**src/rtl/mult_rom_pkg.sv**
```systemverilog
// mult_rom_pkg: shared definitions for the nibble ROM multiplier.
//   DIGIT_W          - digit width in bits (one ROM lookup per digit pair)
//   state_t          - controller states
//   prod_table_t     - flattened 16x16 table of 8-bit digit products, index {x,y}
//   build_prod_table - fills the table with x*y at elaboration
package mult_rom_pkg;

  localparam int DIGIT_W = 4;

  typedef enum logic [1:0] {
    IDLE = 2'd0,
    BUSY = 2'd1,
    FIX  = 2'd2,
    DONE = 2'd3
  } state_t;

  typedef logic [255:0][7:0] prod_table_t;

  function automatic prod_table_t build_prod_table();
    prod_table_t t;
    logic [7:0]  idx;
    for (int x = 0; x < 16; x++) begin
      for (int y = 0; y < 16; y++) begin
        idx    = 8'(x * 16 + y);
        t[idx] = 8'(x * y);
      end
    end
    return t;
  endfunction

endpackage

```
**src/rtl/digit_prod_rom.sv**
```systemverilog
// digit_prod_rom: combinational 4x4 -> 8-bit product lookup.
//   x, y : 4-bit digits
//   p    : x*y
module digit_prod_rom
  import mult_rom_pkg::*;
(
  input  logic [3:0] x,
  input  logic [3:0] y,
  output logic [7:0] p
);

  localparam prod_table_t TABLE = build_prod_table();

  assign p = TABLE[{x, y}];

endmodule

```
**src/rtl/nibble_rom_mult.sv**
```systemverilog
// nibble_rom_mult: sequential WIDTH x WIDTH multiplier accumulating one
// 4-bit digit-pair product per cycle from a 16x16 product ROM.
//   clk, rst             - clock, async active-low reset
//   in_valid/in_ready    - operand handshake (a, b, signed_mode)
//   out_valid/out_ready  - result handshake
//   result               - 2*WIDTH product, held while out_valid
//   busy                 - high whenever not IDLE
// Signed operands are multiplied as magnitudes; the sign is applied once
// in FIX so the digit loop stays purely unsigned.
module nibble_rom_mult
  import mult_rom_pkg::*;
#(
  parameter int WIDTH = 8
) (
  input  logic               clk,
  input  logic               rst,
  input  logic               in_valid,
  output logic               in_ready,
  input  logic [WIDTH-1:0]   a,
  input  logic [WIDTH-1:0]   b,
  input  logic               signed_mode,
  output logic               out_valid,
  input  logic               out_ready,
  output logic [2*WIDTH-1:0] result,
  output logic               busy
);

  localparam int N  = WIDTH / DIGIT_W;
  localparam int IW = (N > 1) ? $clog2(N) : 1;
  localparam int RW = 2 * WIDTH;

  state_t            state, nstate;
  logic [WIDTH-1:0]  a_mag, b_mag, a_abs, b_abs;
  logic              neg;
  logic [RW-1:0]     acc, res_q, term;
  logic [IW-1:0]     i, j;
  logic [3:0]        a_dig, b_dig;
  logic [7:0]        prod;
  logic              last_pair, j_wrap;

  // -0x80 at WIDTH=8 yields 0x80, which is the correct magnitude unsigned.
  assign a_abs = (signed_mode & a[WIDTH-1]) ? -a : a;
  assign b_abs = (signed_mode & b[WIDTH-1]) ? -b : b;

  assign a_dig = 4'(a_mag >> (DIGIT_W * int'(i)));
  assign b_dig = 4'(b_mag >> (DIGIT_W * int'(j)));

  digit_prod_rom u_rom (.x(a_dig), .y(b_dig), .p(prod));

  assign term      = RW'(prod) << (DIGIT_W * (int'(i) + int'(j)));
  assign j_wrap    = (j == IW'(N - 1));
  assign last_pair = (i == IW'(N - 1)) && j_wrap;

  assign in_ready  = (state == IDLE);
  assign out_valid = (state == DONE);
  assign busy      = (state != IDLE);
  assign result    = res_q;

  always_ff @(posedge clk or negedge rst) begin
    if (!rst) state <= IDLE;
    else      state <= nstate;
  end

  always_comb begin
    nstate = state;
    unique case (state)
      IDLE:    if (in_valid)  nstate = BUSY;
      BUSY:    if (last_pair) nstate = FIX;
      FIX:                    nstate = DONE;
      DONE:    if (out_ready) nstate = IDLE;
      default:                nstate = IDLE;
    endcase
  end

  always_ff @(posedge clk or negedge rst) begin
    if (!rst) begin
      a_mag <= '0;
      b_mag <= '0;
      neg   <= 1'b0;
      acc   <= '0;
      res_q <= '0;
      i     <= '0;
      j     <= '0;
    end else begin
      unique case (state)
        IDLE: if (in_valid) begin
          a_mag <= a_abs;
          b_mag <= b_abs;
          neg   <= signed_mode & (a[WIDTH-1] ^ b[WIDTH-1]);
          acc   <= '0;
          i     <= '0;
          j     <= '0;
        end
        BUSY: begin
          acc <= acc + term;
          if (j_wrap) begin
            j <= '0;
            i <= i + 1'b1;
          end else begin
            j <= j + 1'b1;
          end
        end
        FIX:     res_q <= neg ? -acc : acc;
        default: ;
      endcase
    end
  end

endmodule

```
**config.mk**
```make
export PLATFORM = sky130hd
export DESIGN_NAME = nibble_rom_mult
export DESIGN_NICKNAME = d
export VERILOG_FILES = /design/src/rtl/mult_rom_pkg.sv /design/src/rtl/digit_prod_rom.sv /design/src/rtl/nibble_rom_mult.sv
export SDC_FILE = /design/constraint.sdc
export NUM_CORES = 1
export LEC_CHECK = 0
export CORE_MARGIN = 5
export CORE_UTILIZATION = 40
export CTS_BUF_LIST = sky130_fd_sc_hd__clkbuf_4 sky130_fd_sc_hd__clkbuf_8
export DETAILED_ROUTE_END_ITERATION = 8
export GPL_TIMING_DRIVEN = 0
export HOLD_SLACK_MARGIN = 0.12
export PLACE_DENSITY_LB_ADDON = 0.1
export SYNTH_ARGS = -nofsm -noshare
export SYNTH_HDL_FRONTEND = slang
export SYNTH_HIERARCHICAL = 1
export SYNTH_SLANG_ARGS = --single-unit
```
**constraint.sdc**
```tcl
create_clock -name clk -period 13 [get_ports clk]
set_input_delay 3.9 -clock clk [delete_from_list [all_inputs] [get_ports clk]]
set_output_delay 3.9 -clock clk [all_outputs]
set_load 0.005 [all_outputs]
```
Word level (Yosys, flattened, before mapping)
Memory sizes are Yosys's and may differ from the RTL's.
Index checks and enable logic that the tools add are counted.
- add/subtract/negate cells: 7
- order comparisons: 1
- equal/unequal tests: 7
- shift-type cells: 3
- multiplexer cells: 15
- bitwise operators: 4
- reduce and logical (&&, ||, !) cells: 8
- operators by type and width (kind ; count):
    two-way mux 16 bit ; 2
    case mux 16 bit (2 select lines) ; 1
    two-way mux 8 bit ; 3
    adder 16 bit ; 1
    negation 16 bit ; 1
    negation 8 bit ; 2
    << shifter 8 x 4 -> 16 bit ; 1
    right shift 8 x 3 -> 4 bit ; 2
    less-than comparator 8 x 9 -> 1 bit (second input constant) ; 1
    case mux 2 bit (4 select lines) ; 1
    two-way mux 2 bit ; 3
    != test 2 bit (second input constant) ; 3
    AND reduction 3 bit ; 2
    equality test 2 bit (second input constant) ; 2
    case mux 1 bit (2 select lines) ; 2
    AND reduction 2 bit ; 2
    nonzero test 2 bit ; 2
    AND 1 bit ; 3
    two-way mux 1 bit ; 3
    adder 1 bit (second input constant) ; 2
    adder 1 x 1 -> 2 bit ; 1
    equality test 2 x 1 -> 1 bit (second input constant) ; 1
    logical NOT 2 bit ; 1
    != test 2 x 1 -> 1 bit (second input constant) ; 1
    2 further kinds ; 2
- flip-flop bits (word level): 53
- memory bits (read-only): 2048
- input bits: 21
- logic and storage cells: 54
- memories: 1
- memories (name ; depth ; width ; rd ports ; clocked after Yosys merged registers in ; wr ports ; line ; source):
    (name not given) ; 256 ; 8 ; 1 ; 0 ; 0 ; digit_prod_rom.sv:14 ; assign p = TABLE[{x, y}];

Longest topological paths before layout
Gate-level depths: netlist of the first run.
- depth after elaboration: 6
- depth in mapped cells: 21

Modules after synthesis
Netlist of the first run, hierarchy kept.
- by module, submodules not included (module ; instances ; cells each ; area an instance (um2) ; seq. area each (um2)):
    nibble_rom_mult ; 1 ; 415 ; 3603.5 ; 1326.3
    digit_prod_rom ; 1 ; 204 ; 1400.1 ; 0.0

Worst setup path after synthesis of the first run
OpenSTA, ideal clock, no wires.
- path kind: input to register
- from: input a[1]
- to: register a_mag[7]
- library setup time: 0.083 ns
- arrival: 4.959 ns
- required time: 12.917 ns
- setup slack: 7.958 ns
- cell stages on the path: 5
- path through: or3_1 or3_1 o31ai_1 nand2_1 o21ai_0
- cells in the longest elaborated chain, start to end: 2
- RTL lines (element ; line ; source):
    start, declared ; nibble_rom_mult.sv:19 ; input logic [WIDTH-1:0] a,
    negation 8 bit ; nibble_rom_mult.sv:42 ; assign a_abs = (signed_mode & a[WIDTH-1]) ? -a : a;
    two-way mux 8 bit ; nibble_rom_mult.sv:42 ;
    end signal, assigned ; nibble_rom_mult.sv:87 ; a_mag <= a_abs;
    end, declared ; nibble_rom_mult.sv:33 ; logic [WIDTH-1:0] a_mag, b_mag, a_abs, b_abs;
No other way between the ends.
A chain may end at the register's enable or synchronous reset.

Worst setup path after layout of the first run
- from: register j
- to: register acc[12]
- cells in the longest elaborated chain, start to end: 6
- elaborated cells between the ends (all ways): 7
- RTL lines (element ; line ; source):
    start, declared ; nibble_rom_mult.sv:36 ; logic [IW-1:0] i, j;
    start signal, assigned ; nibble_rom_mult.sv:100 ; j <= j + 1'b1;
    right shift 8 x 3 -> 4 bit ; nibble_rom_mult.sv:46 ; assign b_dig = 4'(b_mag >> (DIGIT_W * int'(j)));
    via b_dig[1] ; nibble_rom_mult.sv:37 ; logic [3:0] a_dig, b_dig;
    memory (256 x 8 bit) ; n/a ;
    two-way mux 8 bit (implied by the code) ; digit_prod_rom.sv:14 ;
    via prod[3] ; nibble_rom_mult.sv:38 ; logic [7:0] prod;
    << shifter 8 x 4 -> 16 bit ; nibble_rom_mult.sv:50 ; assign term = RW'(prod) << (DIGIT_W * (int'(i) + int'(j)));
    adder 16 bit ; nibble_rom_mult.sv:95 ; acc <= acc + term;
    case mux 16 bit (2 select lines) ; nibble_rom_mult.sv:85 ; unique case (state)
    end signal, assigned ; nibble_rom_mult.sv:95 ;
    end, declared ; nibble_rom_mult.sv:35 ; logic [RW-1:0] acc, res_q, term;
The timed path passes the listed nets, and every way through them passes these cells. The select of a mux whose other input is x is not followed.

==> results of run 1 <==
[layout make-up]
class,instances,area [µm²]
clock buffers,5,68.8
multi-input cells,505,3410
flip-flops and latches,53,1330
repair buffers,39,395
plain buffers,38,184
clock inverters,3,21.3
inverters,23,86.3
well taps,168,210
fillers,1273,6460
[placed cells by master, fill, tap and decap left out, types with 6 or more instances in the layout]
cell,instances
buf_2,13
or3_1,7
xor2_1,28
a31oi_1,7
a22o_1,6
mux2i_1,18
xnor2_1,15
dfrtp_1,53
mux2_2,10
o21ai_0,52
nand3_1,15
nand2b_1,9
nor2_1,64
o31ai_1,6
clkbuf_1,19
a21oi_1,44
nor2b_1,9
ha_1,35
and2_1,6
clkdlybuf4s50_1,37
nand2_1,72
inv_1,21
[path summary, 6_finish.rpt]
kind                                from  endpoint  slack, ns  cells past startpoint
worst max-delay path                   j   acc[12]       7.32                     20
worst min-delay path            b_mag[4]  b_mag[4]       0.49                      2
worst max register to register         j   acc[12]       7.32                     20
worst min register to register  b_mag[4]  b_mag[4]       0.49                      2
max in group asynchronous            rst         j       8.78                      2
min in group asynchronous            rst    acc[1]       3.62                      1
[logic make-up (layout without fill, tap and decap cells)]
kind of cell,Yosys count,after routing,share of synthesized area (%)
DFF,53,53,26.5
xor gates and xnor gates,44,44,8.08
buffers and inverters,61,108,5.40
adders and majority gates,36,36,9.15
AOI/OAI and AO/OA,187,187,25.3
muxes,28,28,5.85
and+or+nand+nor,210,210,19.7
[metal layers]
layer	wire, µm	vias to the layer above
met4	333	0
li1	-	2317
met1	6650	2325
met5	0	-
met3	721	30
met2	7510	150
[tightest hold or removal path, stage by stage (launching register included)]
cell	delay (ns)
dfrtp_1	0.35
nand2_1	0.04
o21ai_0	0.06
[power by group]
| group | internal, mW | switching [mW] | total [mW] |
|---|---|---|---|
| combinational | 0.500 | 0.780 | 1.28 |
| clock | 0.0384 | 0.0613 | 0.0997 |
| sequential | 0.238 | 0.0607 | 0.298 |
[sequential cells by signal (all words and copies together), names as in the netlist]
register,flops
acc,16
result,16
a_mag,8
b_mag,8
state,2
i,1
j,1
neg,1
[through the flow]
stage / setup WS [ns] / hold slack, ns / instance area, µm² / utilization, % / cells
after floorplan: 7.96 / 0.444 / 5000 / - / 619
after global placement: 6.36 / 0.463 / 5590 / 46.0 / 825
after detailed placement: 7.02 / 0.466 / 5610 / 46.1 / 826
after CTS: 7.36 / 0.489 / 5700 / 46.9 / 834
after global routing: 6.91 / 0.530 / 5700 / 46.9 / 834
final: 7.32 / 0.488 / 5700 / 46.9 / 834
==> results by group, run 1 <==
Floorplan
  – Die Area: between 0.01 and 0.015 mm²
  – Die X: 122 µm
  – FP Rows: 40
  – CORE AREA: 0.0122 mm²
  – # IOs: 40
  – Initial Util: 41.1%
  – Die height: 122 µm

Routing
  – Post-Route WL: about 15000 µm
  – Post-route ant nets: 0
  – Starting DRT DRC Count: 369
  – Via count: 4822
  – Vias per Instance: approximately 5.8
  – DR WL/cell: ~18 µm
  – DR DRC count: 0
  – Detailed Routing Iterations Pass 1: 7

Cells and area
  – Nets@finish: 722
  – N_diodes: 0
  – Layout cells sized above 1: 8.26%
  – Synth-to-layout area growth: 13.9%

Yosys
  – Yosys top cell by area: dfrtp_1
  – Sequential cell area fraction in the yosys report: 26.5%
  – Post-Syn Area: roughly 0.005 mm²
  – Top-count cell post-synth: nand2_1
  – Synth Warn #: 6
  – Post-synth ARST share: 100%
  – Syn avg cell area: 8.08 µm²
  – Synth cell count leaders: 72 x nand2_1, 64 x nor2_1, 53 x dfrtp_1
  – Post-synth EDFFs: 0
  – Mapped Cells: 619
  – Synth area leaders: dfrtp_1 27%, ha_1 8.8%, nand2_1 5.4%
  – Synthesized flop and latch total: 53
  – Primary FF master, synth: dfrtp_1
  – Mapped Nets: between 600 and 700
  – Unique masters post-synth: 77
  – Synth top area share: 26.5%

GRT
  – GRT Total Usage: 20.7%
  – Total global routing overflow: 0
  – Routing usage on met3: 3.11%
  – Met1 Use GR: 26.2%
  – Largest net degree at the start of global routing: 30
  – GR peak layer: met2
  – First-pass GRT wire length: 24800 µm
  – Initial antenna violation count: 0
  – Vias in the first global route: 4789
  – GRT met2 Usage: 36.6%

Clock tree
  – Num Clock Sinks: 53
  – CTS tree: done
  – CTS clock-pin slew for the worst setup and hold paths: roughly 0.11 ns
  – H-tree depth: 2
  – Clock latency at the later pin of the worst-skew pair: 0.32 ns
  – CTS Buffer Depth: 2
  – CTS buffer count: 5
  – Hold buffers post-CTS: 0
  – Setup bufs post-CTS: 0
  – Post-CTS Resized: 0
  – Clock Tree Root: clkbuf_8

Timing
  – Fin crit period: 5.68 ns
  – Unrepaired setup endpoints after global routing: false
  – Fin crit share: 43.7%
  – Setup TNS: 0 ns
  – Clock Skew: ~0.0087 ns
  – Final setup viols: 0
  – Worst slew pin tran: 0.715 ns
  – Max Clock Freq: 0.176 GHz
  – Slew HR: 52.4%
  – Pins Over Slew Limit: 0
  – Final hold violation count: 0

Critical path
  – Kind of critical path: flip-flop to flip-flop
  – Largest delay share family, worst path: compound AO/OA/AOI/OAI gates
  – Critical Path Slowest Stage Cell: a2111oi_0
  – CP Max Fanout: 10
  – Critical Path End Type: flip-flop
  – CP Launch Type: flip-flop
  – Critical path required time: between 10 and 15 ns
  – CP Cell Sequence: clkbuf_1 -> mux2_2 -> clkbuf_1 -> inv_1 -> ha_1 -> buf_4 -> xor2_4 -> o32ai_2 -> a2111oi_4 -> o22ai_1 -> a211oi_2 -> mux2i_1 -> nor2_1 -> ha_1 -> a21oi_1 -> o21a_1 -> nor2_1 -> a2111oi_0 -> xor2_1 -> o21ai_0
  – Worst Path Arrival: around 5.9 ns
  – Max incr delay on CP: approximately 0.50 ns
  – Worst Path Buf+Inv: 4

Pwr
  – Leakage power: ~2.4 nW
  – Worst vdd ir: 209 µV
  – Pwr dens: 294 mW/mm²
  – Power, Total: 1.68 mW

Worst hold path
  – Worst hold path class: flip-flop to flip-flop

Placed design
  – GPL Wtd Cong: 0.956
  – Post-DP HPWL: 11800 µm
  – Port buffer count: 38

Run
  – Maximum Capacitance Violations: 0

Status
  – Outcome: complete, no violations
Power figures use the tool's default switching activity.
==> run 2: changes to the inputs <==
Clock period 13 ns to 4.97 ns, I/O delays scaled along.
==> run 2 against run 1 <==
  * Clock power rose to 2.6 times the previous value
  * Sequential power rose to 2.6 times the previous value
  * Combinational power rose to 2.7 times the previous value
  * Clock skew rose by 0.0038 ns
  * Total power rose to 2.7 times the previous value
  * Critical path type unchanged
  * Flip-flop and latch count did not move
==> results by group, run 2 (synthesis gave the netlist of run 1 again) <==
Placed design
  – Port buffer count: 38 (unchanged)
  – Post-DP Area: 0.00561 mm² (unchanged)
  – GPL Wtd Cong: 0.956 (unchanged)
  – Post-DP HPWL: 11800 µm (unchanged)

Pwr
  – Clock share of power: 5.8% (about the same)
  – Worst vdd ir: 506 µV (+140%)
  – Net Sw Frac: 53.5% (-0.27 points)
  – Comb power frac: 76.8% (+0.5 points)
  – Part of the power in registers: 17.3% (-0.5 points)
  – Power Internal: 2.10 mW (+170%)
  – NetSw: 2.42 mW (+170%)
  – Pwr dens: 781 mW/mm² (+170%)
  – Leakage power: 2.42 nW (+0.96%)

Floorplan
  – Die X: 122 µm (unchanged)
  – # IOs: 40 (unchanged)
  – Initial Util: 41.1% (unchanged)
  – Die Area: 0.0148 mm² (unchanged)
  – CORE AREA: 0.0122 mm² (unchanged)
  – Die height: 122 µm (unchanged)
  – FP Rows: 40 (unchanged)

Clock tree
  – Num Clock Sinks: 53 (unchanged)
  – CTS buffer count: 5 (unchanged)
  – CTS clock-pin slew for the worst setup and hold paths: 0.11 ns (about the same)
  – CTS tree: done
  – Clock Tree Root: clkbuf_8
  – CTS Buffer Depth: 2 (unchanged)
  – H-tree depth: 2 (unchanged)
  – Clock latency at the later pin of the worst-skew pair: 0.33 ns (about the same)

Critical path
  – Critical path required time: 5.18 ns (-8.02 ns)
  – Kind of critical path: flip-flop to flip-flop
  – Register-to-Register Path Depth: 19 (-5.0%)
  – Critical Path Slowest Stage Cell: dfrtp_2
  – R2R Path End: acc[13]
  – Critical Path End Type: flip-flop
  – RR Startpoint: j
  – R2R Setup Slk: 0.29 ns (-7.03 ns)
  – CP Launch Type: flip-flop
  – Worst Path Arrival: 4.89 ns (-0.99 ns)
  – Max incr delay on CP: 0.46 ns (-0.04 ns)
  – CP Max Fanout: 10 (unchanged)
  – CP Cell Sequence: mux2_2 -> clkbuf_4 -> clkinvlp_4 -> buf_4 -> ha_1 -> mux2i_1 -> or3_1 -> o311ai_1 -> a41oi_1 -> a32oi_2 -> mux2i_1 -> nor2_1 -> ha_2 -> a21oi_4 -> o21ai_1 -> a311o_1 -> a221oi_2 -> xor2_1 -> o21ai_1

Timing
  – Slew HR: 52.7% (+0.40 points)
  – Max Clock Freq: 0.214 GHz (+21%)
  – Fin crit share: 94.2% (+51 points)
  – Final setup viols: 0 (unchanged)
  – Clock Skew: 0.0125 ns (+0.00385 ns)
  – Unrepaired setup endpoints after global routing: false
  – Fin crit period: 4.68 ns (-0.998 ns)
  – Setup TNS: 0 ns (unchanged)
  – Worst slew pin tran: 0.709 ns (-0.00594 ns)
  – Pins Over Slew Limit: 0 (unchanged)
  – Final hold violation count: 0 (unchanged)

Worst hold path
  – End point of the worst hold path: b_mag[4]
  – Worst hold path class: flip-flop to flip-flop
  – Hold path start: b_mag[4]
  – Hold depth: 2 (unchanged)

Routing
  – Vias per Instance: 5.75 (-0.56%)
  – Post-route ant nets: 0 (unchanged)
  – DR WL/cell: 18.3 µm (+0.62%)
  – Via count: 4818 (-0.083%)
  – DR DRC count: 0 (unchanged)
  – Starting DRT DRC Count: 379 (+2.7%)
  – Post-Route WL: 15400 µm (+1.1%)
  – Detailed Routing Iterations Pass 1: 5 (-2)

Cells and area
  – Fillers: 1256 (-1.3%)
  – Layout cells sized above 1: 10.6% (+2.3 points)
  – Fin area: 0.00579 mm² (+1.6%)
  – Commonest non-fill, non-tap cell in the layout: nand2_1
  – Synth-to-layout area growth: 15.7%
  – N_diodes: 0 (unchanged)
  – Post-layout util: 47.6% (+0.74 points)
  – Most frequent cells in the layout: 72 x nand2_1, 64 x nor2_1, 52 x dfrtp_1, 51 x o21ai_0, 41 x a21oi_1
  – Nets@finish: 726 (+0.55%)

GRT
  – First-pass GRT wire length: 24800 µm (+0.22%)
  – Initial antenna violation count: 0 (unchanged)
  – Largest net degree at the start of global routing: 30 (unchanged)
  – Vias in the first global route: 4758 (-0.65%)
  – Total global routing overflow: 0 (unchanged)
  – GRT Total Usage: 20.8% (+0.059 points)

Run
  – Maximum Capacitance Violations: 0 (unchanged)

Status
  – Outcome: complete, no violations
run 2: worst max-delay path, delay by kind of cell, from the launching register on:
family,cells,cell delay (ns)
adder cells (fa/ha/maj),2,0.59
AO/OA/AOI/OAI,8,1.61
buffers and inverters,3,0.51
XOR/XNOR,1,0.25
multiplexers,3,0.66
AND/OR/NAND/NOR,2,0.50
flip-flops,1,0.46
run 2: worst max path at each step:
stage	from	to	slack, ns	cells after the start
floorplan	j	acc[12]	0.50	20
global placement	j	acc[13]	-0.69	20
detailed placement	j	acc[13]	-0.66	20
CTS	j	acc[13]	0.04	19
global route	j	acc[15]	0.02	18
finish	j	acc[13]	0.29	19
run 2: cell type report:
class / instances / area, µm² / area share [%]
tap: 168 / 210 / 3.63
clock inverter: 3 / 21.3 / 0.367
sequential: 53 / 1330 / 22.9
inverter: 23 / 90.1 / 1.56
timing repair buffer: 44 / 433 / 7.48
buffer: 37 / 184 / 3.18
clock buffer: 5 / 68.8 / 1.19
multi-input combinational: 505 / 3450 / 59.7
run 2: timing repair:
action                     CTS  global route
hold buffers                 0             0
pin swaps                    0             4
gates cloned                 0             0
resized for setup            8            10
setup endpoints to repair    9             4
buffers inserted             1             4
run 2: power by group through the flow:
| stage | sequential [mW] | combinational [mW] | clock [mW] |
|---|---|---|---|
| floorplan | 0.745 | 2.37 | 0 |
| global placement | 0.780 | 3.32 | 0 |
| detailed placement | 0.790 | 3.31 | 0 |
| CTS | 0.788 | 3.35 | 0.269 |
| global route | 0.811 | 3.80 | 0.285 |
| finish | 0.784 | 3.47 | 0.264 |
run 2: through the flow:
| step | setup slack [ns] | std cells | hold slack [ns] | total power [mW] |
|---|---|---|---|---|
| 4_1_cts | 0.0389 | 834 | 0.489 | 4.41 |
| 3_5_place_dp | -0.658 | 826 | 0.466 | 4.10 |
| 5_1_grt | 0.0161 | 838 | 0.530 | 4.89 |
| 6_report | 0.289 | 838 | 0.488 | 4.52 |
| 2_1_floorplan | 0.500 | 619 | 0.444 | 3.12 |
| 3_3_place_gp | -0.687 | 825 | 0.463 | 4.10 |
run 2: layer usage:
| metal | wire, µm | share of wire, % | GRT usage [%] | vias up |
|---|---|---|---|---|
| met5 | 0 | 0 | 0 | - |
| met4 | 396 | 2.6 | 5.53 | 0 |
| met3 | 736 | 4.8 | 2.88 | 41 |
| met2 | 7540 | 49 | 36.7 | 141 |
| met1 | 6700 | 44 | 26.6 | 2316 |
| li1 | - | - | - | 2320 |
